### src/rtl/eae_unit.sv
// Extended arithmetic element: 12-bit unsigned multiply (shift-add) and
// 24/12 divide (restoring, one quotient bit per cycle), PDP-8 EAE style.
// Results are registered and published only on entry to DONE.
module eae_unit #(
    parameter int WIDTH = 12
) (
    input  logic             clock,
    input  logic             reset,
    input  logic             start,
    input  logic             op,
    input  logic [WIDTH-1:0] ac_in,
    input  logic [WIDTH-1:0] mq_in,
    input  logic [WIDTH-1:0] operand,
    output logic             busy,
    output logic             done,
    output logic [WIDTH-1:0] ac_mul,
    output logic [WIDTH-1:0] mq_mul,
    output logic [WIDTH-1:0] ac_dvi,
    output logic [WIDTH-1:0] mq_dvi,
    output logic             link_dvi
);

    typedef enum logic [1:0] {
        S_IDLE = 2'd0,
        S_MUL  = 2'd1,
        S_DIV  = 2'd2,
        S_DONE = 2'd3
    } state_t;

    // Iteration counter runs 0..WIDTH-1; the last value triggers DONE.
    localparam logic [3:0] LAST_ITER = 4'(WIDTH - 1);

    state_t           state_q, state_d;
    logic [3:0]       cnt_q, cnt_d;
    logic [WIDTH-1:0] acc_q, acc_d;     // MUL running high word / DIV remainder
    logic [WIDTH-1:0] mq_q, mq_d;       // MUL multiplier shifting out / DIV quotient shifting in
    logic [WIDTH-1:0] mb_q, mb_d;       // captured operand
    logic             busy_q, busy_d;
    logic             done_q, done_d;
    logic [WIDTH-1:0] ac_mul_q, ac_mul_d;
    logic [WIDTH-1:0] mq_mul_q, mq_mul_d;
    logic [WIDTH-1:0] ac_dvi_q, ac_dvi_d;
    logic [WIDTH-1:0] mq_dvi_q, mq_dvi_d;
    logic             link_q, link_d;

    // Datapath terms shared by the next-state logic.
    logic [WIDTH:0]   mul_sum;          // conditional add with carry out
    logic [WIDTH-1:0] mul_acc_next;
    logic [WIDTH-1:0] mul_mq_next;
    logic [WIDTH:0]   div_trial;        // 13-bit partial remainder after shift-in
    logic             div_fits;
    logic [WIDTH-1:0] div_rem_next;
    logic [WIDTH-1:0] div_mq_next;
    logic             dvi_ovf;

    // Per-iteration arithmetic for both operations, plus the DVI overflow test.
    always_comb begin
        mul_sum      = {1'b0, acc_q} + (mq_q[0] ? {1'b0, mb_q} : {(WIDTH+1){1'b0}});
        mul_acc_next = mul_sum[WIDTH:1];
        mul_mq_next  = {mul_sum[0], mq_q[WIDTH-1:1]};

        div_trial    = {acc_q, mq_q[WIDTH-1]};
        div_fits     = (div_trial >= {1'b0, mb_q});
        // The remainder is always below the divisor, so it fits back in WIDTH bits.
        div_rem_next = div_fits ? WIDTH'(div_trial - {1'b0, mb_q}) : div_trial[WIDTH-1:0];
        div_mq_next  = {mq_q[WIDTH-2:0], div_fits};

        // Quotient would not fit in WIDTH bits (covers divide by zero).
        dvi_ovf      = (ac_in >= operand);
    end

    // Next-state, datapath and result-register logic.
    always_comb begin
        // NOTE: every signal starts from its held value so no path can infer a latch.
        state_d  = state_q;
        cnt_d    = cnt_q;
        acc_d    = acc_q;
        mq_d     = mq_q;
        mb_d     = mb_q;
        ac_mul_d = ac_mul_q;
        mq_mul_d = mq_mul_q;
        ac_dvi_d = ac_dvi_q;
        mq_dvi_d = mq_dvi_q;
        link_d   = link_q;

        unique case (state_q)
            S_IDLE: begin
                if (start) begin
                    acc_d = ac_in;
                    mq_d  = mq_in;
                    mb_d  = operand;
                    cnt_d = '0;
                    if (!op) begin
                        state_d = S_MUL;
                    end else if (dvi_ovf) begin
                        // Overflow finishes immediately and returns the operands.
                        state_d  = S_DONE;
                        ac_dvi_d = ac_in;
                        mq_dvi_d = mq_in;
                        link_d   = 1'b1;
                    end else begin
                        state_d = S_DIV;
                    end
                end
            end

            S_MUL: begin
                acc_d = mul_acc_next;
                mq_d  = mul_mq_next;
                cnt_d = cnt_q + 4'd1;
                if (cnt_q == LAST_ITER) begin
                    state_d  = S_DONE;
                    cnt_d    = '0;
                    ac_mul_d = mul_acc_next;
                    mq_mul_d = mul_mq_next;
                end
            end

            S_DIV: begin
                acc_d = div_rem_next;
                mq_d  = div_mq_next;
                cnt_d = cnt_q + 4'd1;
                if (cnt_q == LAST_ITER) begin
                    state_d  = S_DONE;
                    cnt_d    = '0;
                    ac_dvi_d = div_rem_next;
                    mq_dvi_d = div_mq_next;
                    link_d   = 1'b0;
                end
            end

            S_DONE: begin
                // A start arriving with done is deliberately dropped here.
                state_d = S_IDLE;
            end

            default: state_d = S_IDLE;
        endcase

        // Status outputs are registered from the state being entered.
        busy_d = (state_d != S_IDLE);
        done_d = (state_d == S_DONE);
    end

    // State and result registers with synchronous reset that aborts any operation.
    always_ff @(posedge clock) begin
        // NOTE: sequential state uses non-blocking assignments only, so every flop samples pre-edge values.
        if (reset) begin
            state_q  <= S_IDLE;
            cnt_q    <= '0;
            acc_q    <= '0;
            mq_q     <= '0;
            mb_q     <= '0;
            busy_q   <= 1'b0;
            done_q   <= 1'b0;
            ac_mul_q <= '0;
            mq_mul_q <= '0;
            ac_dvi_q <= '0;
            mq_dvi_q <= '0;
            link_q   <= 1'b0;
        end else begin
            state_q  <= state_d;
            cnt_q    <= cnt_d;
            acc_q    <= acc_d;
            mq_q     <= mq_d;
            mb_q     <= mb_d;
            busy_q   <= busy_d;
            done_q   <= done_d;
            ac_mul_q <= ac_mul_d;
            mq_mul_q <= mq_mul_d;
            ac_dvi_q <= ac_dvi_d;
            mq_dvi_q <= mq_dvi_d;
            link_q   <= link_d;
        end
    end

    assign busy     = busy_q;
    assign done     = done_q;
    assign ac_mul   = ac_mul_q;
    assign mq_mul   = mq_mul_q;
    assign ac_dvi   = ac_dvi_q;
    assign mq_dvi   = mq_dvi_q;
    assign link_dvi = link_q;

endmodule

### config.mk
export PLATFORM = sky130hd
export DESIGN_NAME = eae_unit
export DESIGN_NICKNAME = d
export VERILOG_FILES = /design/src/rtl/eae_unit.sv
export SDC_FILE = /design/constraint.sdc
export NUM_CORES = 1
export LEC_CHECK = 0
export ABC_AREA = 0
export BUFFER_PORTS_ARGS = -buffer_cell sky130_fd_sc_hd__buf_2
export CAP_MARGIN = 30
export CORE_MARGIN = 2
export CORE_UTILIZATION = 35
export CTS_CLUSTER_DIAMETER = 50
export DETAILED_ROUTE_END_ITERATION = 16
export GPL_TIMING_DRIVEN = 0
export SETUP_SLACK_MARGIN = 0.1
export SYNTH_ARGS = -nofsm -noshare
export SYNTH_HDL_FRONTEND = slang
export SYNTH_SLANG_ARGS = --single-unit
### constraint.sdc
create_clock -name clock -period 3 [get_ports clock]
set_input_delay 0.6 -clock clock [delete_from_list [all_inputs] [get_ports clock]]
set_output_delay 0.6 -clock clock [all_outputs]
set_load 0.01 [all_outputs]
=== After elaboration in Yosys (flattened, before gate mapping) ===
Cells that the tools add are included.
W data, S select, Z words.

* Reductions and logical operators: 11
* Divide/modulo/power cells: 0
* $add $sub $neg: 3
* Magnitude comparators: 2
* Equality and inequality tests: 9
* Shifts and indexed selects: 0
* Multiply operators: 0
* Bitwise gates (word level): 0
* Muxes and demuxes: 29

{| class="wikitable"
|+ Operator list
! operator !! count
|-
| $mux W12 || 12
|-
| $pmux W12 S3 || 2
|-
| $pmux W12 S2 || 2
|-
| $add A12 B12 Y13 || 1
|-
| $ge A13 B12 Y1 || 1
|-
| $ge A12 B12 Y1 || 1
|-
| $sub A12 B12 Y12 || 1
|-
| $mux W4 || 2
|-
| $ne A2 B2 Y1 const B || 4
|-
| $pmux W4 S2 || 1
|-
| $reduce_and A2 Y1 || 4
|-
| $eq A2 B2 Y1 const B || 3
|-
| $mux W2 || 3
|-
| $pmux W2 S3 || 1
|-
| $reduce_bool A2 Y1 || 3
|-
| $mux W1 || 5
|-
| $reduce_and A5 Y1 || 1
|-
| $add A4 B1 Y4 const B || 1
|-
| $eq A4 B4 Y1 const B || 1
|-
| $reduce_bool A3 Y1 || 1
|-
| $eq A2 B1 Y1 const B || 1
|-
| $logic_not A2 Y1 || 1
|-
| $pmux W1 S2 || 1
|-
| $reduce_or A2 Y1 || 1
|}

* Flip-flop bits (word level): 93
* Bits of input ports: 40
* Word-level logic and storage cells: 66
* Output and inout bits: 51
* Memories kept: 0
* Bits in writable memories: 0
* Bits in latches: 0
* Bits in read-only memories: 0

=== Logic depth before layout (Yosys ltp) ===
Gate-level depths: netlist of run 1.

* Depth in word-level cells: 6
* Mapped depth: 12
* Gate-level depth less buffers: 11

=== Worst setup path after synthesis of run 1 ===
Ideal clock, no wire load.

* Path kind: input-to-reg
* From: input port operand[9]
* To: register ac_dvi_q[7], in the netlist ac_dvi[7]
* Path slack: 0.547 ns
* Arrival time: 2.357 ns
* Buffers on the path: 1
* Setup time: 0.096 ns
* Data required time: 2.904 ns
* Cell stages on the path: 10
* Cell sequence: inv_1 -> ha_1 -> a21o_1 -> a211oi_1 -> o211ai_1 -> o2111ai_1 -> a21o_1 -> buf_2 -> nand3_1 -> o41ai_2

* Cells in the longest elaborated chain, start to end: 3

{| class="wikitable"
|+ RTL lines
! item !! RTL line !! RTL
|-
| start: declaration || 13 || <nowiki>input logic [WIDTH-1:0] operand,</nowiki>
|-
| $ge A12 B12 Y1 || 69 || <nowiki>dvi_ovf = (ac_in >= operand);</nowiki>
|-
| $ne A2 B2 Y1 (no source line) || -- ||
|-
| $reduce_and A5 Y1 (no source line) || -- ||
|-
| end signal: assignment || 171 || <nowiki>ac_dvi_q <= ac_dvi_d;</nowiki>
|-
| end: declaration || 42 || <nowiki>logic [WIDTH-1:0] ac_dvi_q, ac_dvi_d;</nowiki>
|}

No other way between the ends.
A chain may end at the register's enable or synchronous reset.

=== Final worst setup path of run 1 ===
* From: register mq_q[0]
* To: register acc_q[9]

* Cells in the longest elaborated chain, start to end: 3

{| class="wikitable"
|+ RTL lines
! item !! RTL line !! RTL
|-
| start: declaration || 36 || <nowiki>logic [WIDTH-1:0] mq_q, mq_d;</nowiki>
|-
| start signal: assignment || 165 || <nowiki>mq_q <= mq_d;</nowiki>
|-
| $mux W12 || 58 || <nowiki>mul_sum = {1'b0, acc_q} + (mq_q[0] ? {1'b0, mb_q} : {(WIDTH+1){1'b0}});</nowiki>
|-
| $add A12 B12 Y13 || 58 ||
|-
| $pmux W12 S3 || 86 || <nowiki>unique case (state_q)</nowiki>
|-
| end signal: assignment || 151 || <nowiki>acc_q <= '0;</nowiki>
|-
| end signal: assignment || 164 || <nowiki>acc_q <= acc_d;</nowiki>
|-
| end: declaration || 35 || <nowiki>logic [WIDTH-1:0] acc_q, acc_d;</nowiki>
|}

No other way between the ends.

==> results.yml, run 1 <==
place:
  placed_cells: 1039
  post-place-ws_ps: -227.5
  hpwl_mm: 14.70
  port_buffers: 90
  place_congestion: 0.8949
cts:
  clock-sinks: 93
  cts_buffers: 9
  cts.clk_slew.worst_paths_ps: 70
  insertion_delay_ps: 350
  root_buffer: "clkbuf_16"
  htree_num_levels: 3
  cts_tree: "built"
  clk_path_buf_depth: 2
global_route:
  grt_max_degree: 19
  gr-usage-all-layers_pct: 21.37
  antenna_found_initial: 1
  gr-total-overflow: 0
  grt_pass1_wl_mm: 29.16
  grt_pass1_vias: 5161
yosys:
  synthTopCellsByArea: "dfxtp_1 (33%), ha_1 (8.7%), a21oi_1 (7.0%)"
  synth.top_cell.area_share_pct: 32.52
  yosysSeqAreaShare_pct: 32.52
  synth_area_per_cell_um2: 7.809
  synthCells: 733
  syn_area_mm2: 0.005724
  ys_types: 73
  synth_edf_count: 0
  synth_seq_cells: 93
  synth-async-reset-ratio_pct: 0
  yosysTopAreaCell: "dfxtp_1"
  yosys_warnings: 0
  ys.flop_type: "dfxtp_1"
  synth_fp_nets: 815
timing:
  finalCriticalPeriod_ps: 2780
  max-slew-margin-rel_pct: 45.02
  drv_slew: 0
  layout_setup_ws_ps: 220.1
  timing.fmax_mhz: 359.7
  hold_violations: 0
  fin_skew_ps: 9.859
  setup_viol: 0
  fin_crit_sh_pct: 92.66
  whs_ps: 451.2
  tightest_slew_ps: 818.4
  grt_setup_unrepaired: "true"
critical_path:
  path_class: "flip-flop to flip-flop"
  slowest_delay_ps: 420
  endpoint_kind: "flip-flop"
  critPathLaunchType: "flip-flop"
  cp_top_family: "compound AO/OA/AOI/OAI gates"
  crit_arrival_ps: 3030
  path_buf_inv: 2
  cp.required_ps: 3250
  crit_path_cell_trace: "clkbuf_4 -> and2_1 -> ha_1 -> inv_1 -> fa_1 -> nor2b_2 -> o31a_1 -> o2111ai_1 -> nand2_1 -> xor2_2 -> a21oi_1 -> a221oi_1"
  worstPathMaxFanout: 10
  critPathSlowestCell: "dfxtp_2"
final_layout:
  multi_input_area_mm2: 0.003548
  layout_commonest_cell: "buf_2"
  syn2layout_area_growth_pct: 18.99
  final_cell_mix: "buf_2 (97), nand2_1 (95), dfxtp_1 (91), nor2_1 (87), a21oi_1 (79)"
  regArea_mm2: 0.001864
  num-nets-final: 917
  final-instance-count-excl-fill: 1056
  drive_above_1_share_pct: 17.50
  fill_cells: 1708
  diodes: 0
floorplanning:
  pin_count: 91
  fp.dieW_um: 131.9
  rows: 46
  die_area_mm2: 0.01739
  die_y_um: 131.9
  start_util_pct: 35.90
  coreArea_mm2: 0.01594
routing:
  ant_nets: 0
  firstDrtPassIters: 5
  drt-initial-drc-count: 536
  avgRoutedWirePerCell_um: 17.76
  vias: 5647
  vias_per_cell: 5.348
  wirelength_mm: 18.75
  drc: 0
run:
  drv_cap: 0
pwr:
  p_leak_nw: 2.874
  vdd_ir_drop_max_v: 0.0003293
  powerDensity_mw_per_mm2: 727.1
worst_hold_path:
  hold_class: "flip-flop to flip-flop"
run_status:
  status: "completed"
[metal layers]
layer  vias up  share of wire [%]  global-route usage (%)
met5         -                  0                       0
met4         0                2.3                   6.763
met3        29                7.5                   4.844
met2       229                 43                   32.32
met1      2600                 47                   30.11
li1       2789                  -                       -
[Yosys cell counts (2+ instances only)]
cell	instances
a2111oi_0	2
a211oi_1	34
a21o_1	7
a21oi_1	80
a221oi_1	5
a221oi_2	2
a22oi_1	13
a311oi_1	2
a31o_1	2
and2_1	14
and3_1	3
buf_2	7
buf_6	2
clkbuf_1	34
dfxtp_1	93
fa_1	2
ha_1	40
inv_1	42
mux2i_1	19
nand2_1	95
nand2b_1	5
nand3_1	15
nor2_1	87
nor2b_1	5
nor3_1	19
nor3b_1	3
nor4_1	2
nor4b_1	2
o2111a_1	2
o2111ai_1	3
o211ai_1	4
o21a_1	5
o21ai_0	19
o22ai_1	2
o31ai_1	4
o41ai_2	2
or3_1	5
xnor2_1	8
xor2_1	9
[report_power, final]
group	leakage, nW	internal, W	total [W]	switching (W)
Clock	0.149	0.000664	0.00120	0.000539
Combinational	1.96	0.000814	0.00217	0.00136
Sequential	0.761	0.00140	0.00158	0.000176
[through the flow]
step / total power [W] / TNS, ps / utilization, % / instance area, um2
after floorplan: 0.003046 / 0 / - / 5724
after global placement: 0.003694 / -4295 / 40.43 / 6445
after detailed placement: 0.003698 / -4481 / 40.43 / 6445
after CTS: 0.004912 / 0 / 42.38 / 6756
after global routing: 0.005250 / 0 / 42.72 / 6812
final: 0.004953 / 0 / 42.72 / 6812
[cell families after synthesis]
| family | share of synthesized area, % |
|---|---|
| adder cells (fa/ha/maj) | 9.443 |
| multiplexers | 3.781 |
| flip-flops | 32.52 |
| AO/OA/AOI/OAI | 24.55 |
| AND/OR/NAND/NOR | 20.85 |
| XOR/XNOR | 2.601 |
| buffers and inverters | 6.251 |
[state kept, by name, indices dropped and copies added (netlist names)]
name,cells
ac_mul,12
mb_q,12
link_dvi,1
mq_q,12
mq_mul,12
done,1
busy,1
mq_dvi,12
cnt_q,4
acc_q,12
state_q,2
ac_dvi,12
[area by class of cell]
class | instances | area share, %
Multi-Input combinational cell | 552 | 52.09
Sequential cell | 93 | 27.37
Timing Repair Buffer | 91 | 6.723
Tap cell | 216 | 3.968
Clock buffer | 9 | 3.306
Buffer | 45 | 2.939
Inverter | 43 | 2.370
Clock inverter | 7 | 1.231
[worst reg2reg max path: stages (launching register included)]
cell       delay (ps)
dfxtp_2           420
clkbuf_4          220
and2_1            130
ha_1              160
inv_1              50
fa_1              420
nor2b_2           150
o31a_1            220
o2111ai_1         180
nand2_1           140
xor2_2            200
a21oi_1            90
a221oi_1          290
[path summary, 6_finish.rpt]
check             cells after the start                    from  slack (ps)                     end
hold / removal                        2  ac_mul[9]$_SDFFE_PP0P_         450  ac_mul[9]$_SDFFE_PP0P_
setup reg to reg                     12    mq_q[0]$_SDFFE_PP0P_         220   acc_q[9]$_SDFFE_PP0P_
setup / recovery                     12    mq_q[0]$_SDFFE_PP0P_         220   acc_q[9]$_SDFFE_PP0P_
hold reg to reg                       2  ac_mul[9]$_SDFFE_PP0P_         450  ac_mul[9]$_SDFFE_PP0P_
[timing repair]
action | 4_1_cts | 5_1_grt
pin swaps | 0 | 1
buffers inserted | 0 | 1
gates cloned | 0 | 0
gates resized for setup | 3 | 13
setup endpoints to repair | 3 | 28
hold buffers | 0 | 0
No activity file was read; power rests on OpenSTA's default activity.
==> inputs of run 2 (changes only) <==
--- a/config.mk
+++ b/config.mk
@@ -9,11 +9,12 @@
 export BUFFER_PORTS_ARGS = -buffer_cell sky130_fd_sc_hd__buf_2
 export CAP_MARGIN = 30
 export CORE_MARGIN = 2
-export CORE_UTILIZATION = 35
+export CORE_UTILIZATION = 45
 export CTS_CLUSTER_DIAMETER = 50
 export DETAILED_ROUTE_END_ITERATION = 16
 export GPL_TIMING_DRIVEN = 0
-export SETUP_SLACK_MARGIN = 0.1
+export PLACE_DENSITY = 0.66
+export SETUP_SLACK_MARGIN = 0.4
 export SYNTH_ARGS = -nofsm -noshare
 export SYNTH_HDL_FRONTEND = slang
 export SYNTH_SLANG_ARGS = --single-unit
==> run 2 against run 1 <==
Against the previous run: worst hold slack worse by 1.2 ps; count of clock-buffer cells in the layout is 2 higher; register-to-register slack better by 180 ps; largest power group unchanged.
==> results.yml, run 2 (same netlist as run 1, synthesis figures left out) <==
timing:
  whs_ps: 449.9
  fin_setup_tns_ps: 0
  tightest_slew_ps: 907.2
  drv_slew: 0
  finalCriticalPeriod_ps: 2630
  timing.fmax_mhz: 380.2
  fin_crit_sh_pct: 87.67
  grt_setup_unrepaired: "true"
  max-slew-margin-rel_pct: 39.52
  fin_skew_ps: 7.401
  layout_setup_ws_ps: 369.9
  hold_violations: 0
  setup_viol: 0
floorplanning:
  die_y_um: 116.8
  die_area_mm2: 0.01364
  pin_count: 91
  coreArea_mm2: 0.01252
  fp.dieW_um: 116.8
  rows: 41
  start_util_pct: 45.73
critical_path:
  path_class: "primary input to flip-flop"
  crit_arrival_ps: 2880
  cp.required_ps: 3250
  worstPathMaxFanout: 5
  critPathLaunchType: "primary input"
  endpoint_kind: "flip-flop"
place:
  hpwl_mm: 14.16
  placed_cells: 995
  place_congestion: 0.9390
  post-place-ws_ps: -427.6
  port_buffers: 90
routing:
  wirelength_mm: 19.42
  vias_per_cell: 5.826
  ant_nets: 0
  drc: 0
  firstDrtPassIters: 6
  avgRoutedWirePerCell_um: 18.86
  vias: 6001
  drt-initial-drc-count: 721
cts:
  cts_tree: "built"
  root_buffer: "clkbuf_16"
  insertion_delay_ps: 350
  clock-sinks: 93
  cts.clk_slew.worst_paths_ps: 70
  cts_buffers: 9
  clk_path_buf_depth: 2
  htree_num_levels: 3
run:
  drv_cap: 0
final_layout:
  num-nets-final: 935
  drive_above_1_share_pct: 23.78
  multi_input_area_mm2: 0.003724
  final-instance-count-excl-fill: 1030
  fill_cells: 1221
  diodes: 0
  syn2layout_area_growth_pct: 23.61
  final_cell_mix: "nand2_1 (94), buf_2 (94), dfxtp_1 (88), nor2_1 (86), a21oi_1 (72)"
  regArea_mm2: 0.001871
pwr:
  powerDensity_mw_per_mm2: 726.7
  p_leak_nw: 2.988
  vdd_ir_drop_max_v: 0.0003211
global_route:
  grt_pass1_vias: 5462
  grt_pass1_wl_mm: 28.92
  gr-usage-all-layers_pct: 28.01
  grt_max_degree: 16
  gr-total-overflow: 0
  antenna_found_initial: 0
run_status:
  status: "completed"
worst_hold_path:
  hold_class: "flip-flop to flip-flop"
run 2: cell count changes in the layout (fill, tap and decap cells not counted), sizes merged:
cell,previous run,this run
buf,102,119
inv,48,44
bufinv,1,0
a21o,8,9
clkinv,0,3
clkbuf,43,45
run 2: cell type report:
type / count / area share (%)
Multi-Input combinational cell: 553 / 52.63
Sequential cell: 93 / 26.44
Timing Repair Buffer: 108 / 8.523
Buffer: 45 / 3.307
Clock buffer: 11 / 3.289
Tap cell: 172 / 3.042
Inverter: 43 / 2.281
Clock inverter: 5 / 0.4951
run 2: power breakdown:
| group | switching [W] | internal (W) |
|---|---|---|
| Clock | 0.000522 | 0.000565 |
| Combinational | 0.00148 | 0.00100 |
| Sequential | 0.000168 | 0.00141 |
run 2: worst paths after layout:
check                              start                     end  slack, ps  cells after the start
setup / recovery                ac_in[7]  ac_dvi[2]$_SDFFE_PP0P_        370                      9
hold / removal    ac_mul[1]$_SDFFE_PP0P_  ac_mul[1]$_SDFFE_PP0P_        450                      2
setup reg to reg    mb_q[7]$_SDFFE_PP0P_  ac_dvi[3]$_SDFFE_PP0P_        400                     10
hold reg to reg   ac_mul[1]$_SDFFE_PP0P_  ac_mul[1]$_SDFFE_PP0P_        450                      2
run 2: metal layers:
layer | up-vias | wire [um] | GRT usage [%]
li1 | 2819 | - | -
met1 | 2828 | 8242 | 37.78
met2 | 309 | 8822 | 44.51
met3 | 45 | 1707 | 4.737
met4 | 0 | 651 | 11.84
met5 | - | 0 | 0
run 2: metrics by stage:
step	power [W]	utilization, %	cell area (um2)
global route	0.005390	56.53	7076
finish	0.005142	56.53	7076
global placement	0.003626	51.05	6390
CTS	0.004794	54.12	6774
floorplan	0.003046	-	5724
detailed placement	0.003672	51.05	6390
run 2: repair_timing:
| action | in CTS | in global routing |
|---|---|---|
| hold endpoints to repair | 0 | 0 |
| setup buffers | 5 | 12 |
| hold buffers | 0 | 0 |
| gates cloned | 0 | 2 |
| gates resized for setup | 20 | 58 |
| pin swaps | 6 | 13 |
| setup endpoints to repair | 41 | 76 |
run 2: critical path: stages:
cell and delay, ps:
buf_2 150, ha_1 320, nand4_1 210, a211oi_4 390, o2111ai_2 220, buf_4 200
a21o_2 280, clkbuf_16 180, o41ai_2 330
==> inputs of run 3 (changes only) <==
--- a/config.mk
+++ b/config.mk
@@ -8,12 +8,14 @@
 export ABC_AREA = 0
 export BUFFER_PORTS_ARGS = -buffer_cell sky130_fd_sc_hd__buf_2
 export CAP_MARGIN = 30
+export CELL_PAD_IN_SITES_DETAIL_PLACEMENT = 2
+export CELL_PAD_IN_SITES_GLOBAL_PLACEMENT = 2
 export CORE_MARGIN = 2
-export CORE_UTILIZATION = 45
+export CORE_UTILIZATION = 33
 export CTS_CLUSTER_DIAMETER = 50
 export DETAILED_ROUTE_END_ITERATION = 16
 export GPL_TIMING_DRIVEN = 0
-export PLACE_DENSITY = 0.66
+export PLACE_DENSITY_LB_ADDON = 0.1
 export SETUP_SLACK_MARGIN = 0.4
 export SYNTH_ARGS = -nofsm -noshare
 export SYNTH_HDL_FRONTEND = slang
==> run 3 against run 2 <==
Against the previous run: maximum frequency increased by 2.7%; critical path depth unchanged; largest cell class unchanged; combinational power increased by 4%; non-clock buffer count decreased by 4.
==> results.yml, run 3 (same netlist as run 1, synthesis figures left out) <==
timing:
  finalCriticalPeriod_ps: 2561
  fin_skew_ps: 13.27
  whs_ps: 455.0
  grt_setup_unrepaired: "true"
  setup_viol: 0
  tightest_slew_ps: 889.9
  drv_slew: 0
  fin_crit_sh_pct: 85.37
  hold_violations: 0
  timing.fmax_mhz: 390.5
  fin_setup_tns_ps: 0
  max-slew-margin-rel_pct: 40.67
floorplanning:
  die_area_mm2: 0.01842
  coreArea_mm2: 0.01712
  start_util_pct: 33.44
  die_y_um: 135.7
  rows: 48
  pin_count: 91
  fp.dieW_um: 135.7
final_layout:
  num-nets-final: 930
  drive_above_1_share_pct: 24.65
  syn2layout_area_growth_pct: 25.84
  diodes: 0
  final_cell_mix: "buf_2 (95), nand2_1 (94), dfxtp_1 (88), nor2_1 (85), a21oi_1 (72)"
  layout_commonest_cell: "buf_2"
  fill_cells: 1986
global_route:
  grt_max_degree: 17
  grt_pass1_vias: 6347
  antenna_found_initial: 0
  grt_pass1_wl_mm: 36.94
  gr-usage-all-layers_pct: 26.94
  gr-total-overflow: 0
routing:
  ant_nets: 0
  vias_per_cell: 5.603
  vias: 6034
  firstDrtPassIters: 5
  drc: 0
  avgRoutedWirePerCell_um: 23.08
  drt-initial-drc-count: 300
  wirelength_mm: 24.86
worst_hold_path:
  hold_class: "flip-flop to flip-flop"
cts:
  root_buffer: "clkbuf_16"
  cts.clk_slew.worst_paths_ps: 70
  htree_num_levels: 3
  insertion_delay_ps: 360
  cts_buffers: 9
  clk_path_buf_depth: 2
  cts_tree: "built"
  clock-sinks: 93
critical_path:
  endpoint_kind: "flip-flop"
  critPathLaunchType: "flip-flop"
  cp.required_ps: 3260
  crit_arrival_ps: 2820
  worstPathMaxFanout: 5
  path_class: "flip-flop to flip-flop"
place:
  port_buffers: 90
  hpwl_mm: 18.73
  place_congestion: 0.8411
run_status:
  status: "completed"
pwr:
  vdd_ir_drop_max_v: 0.0003206
  powerDensity_mw_per_mm2: 747.0
  p_leak_nw: 2.992
run:
  drv_cap: 0
## run 3: final cells by class
class	count	area, um2	share of cell area, %
clock buffers	9	225.2	3.127
clock inverters	6	71.32	0.9901
inverters	43	161.4	2.241
plain buffers	45	236.5	3.283
repair buffers	104	559.3	7.764
multi-input cells	552	3797	52.72
well taps	225	281.5	3.908
flip-flops and latches	93	1871	25.97
## run 3: metrics by stage
stage / total power [W] / instances / cell area [um2] / utilization, % / worst slack (ps)
after floorplan: 0.003046 / 733 / 5724 / - / 547.1
after global placement: 0.003708 / 1048 / 6456 / 37.72 / -634.3
after detailed placement: 0.003801 / 1049 / 6464 / 37.76 / -720.7
after CTS: 0.005165 / 1071 / 6967 / 40.70 / 384.4
after global routing: 0.005662 / 1077 / 7203 / 42.08 / 300.4
final: 0.005381 / 1077 / 7203 / 42.08 / 438.9
## run 3: where the power goes
part	leakage [nW]	total (W)	switching (W)	internal, W
registers	0.762	0.00159	0.000180	0.00141
clock network	0.144	0.00122	0.000570	0.000654
logic	2.09	0.00257	0.00159	0.000978
## run 3: repair_timing
item / 4_1_cts / 5_1_grt
gates resized for setup: 38 / 57
hold buffers: 0 / 0
pin swaps: 15 / 18
setup buffers: 7 / 6
setup endpoints to repair: 56 / 49
## run 3: path summary, 6_finish.rpt
check,depth (start not counted),endpoint,slack [ps],start
setup / recovery,9,acc_q[9]$_SDFFE_PP0P_,440,mb_q[8]$_SDFFE_PP0P_
hold / removal,2,mq_mul[10]$_SDFFE_PP0P_,450,mq_mul[10]$_SDFFE_PP0P_
setup reg to reg,9,acc_q[9]$_SDFFE_PP0P_,440,mb_q[8]$_SDFFE_PP0P_
hold reg to reg,2,mq_mul[10]$_SDFFE_PP0P_,450,mq_mul[10]$_SDFFE_PP0P_
## run 3: worst max-delay path, stage by stage (launching register included)
cell and delay, ps:
dfxtp_1 410, inv_1 60, ha_1 400, nand3_1 220, nor3_4 260, a21boi_4 110, buf_4 150, a21o_2 200
or3_1 410, a221oi_2 250
## run 3: per-layer routing
| metal | track usage (%) | up-vias | wire length (um) |
|---|---|---|---|
| li1 | - | 2814 | - |
| met1 | 35.09 | 3042 | 11240 |
| met3 | 2.207 | 29 | 837 |
| met2 | 47.33 | 149 | 12280 |
| met4 | 8.102 | 0 | 498 |
| met5 | 0 | - | 0 |
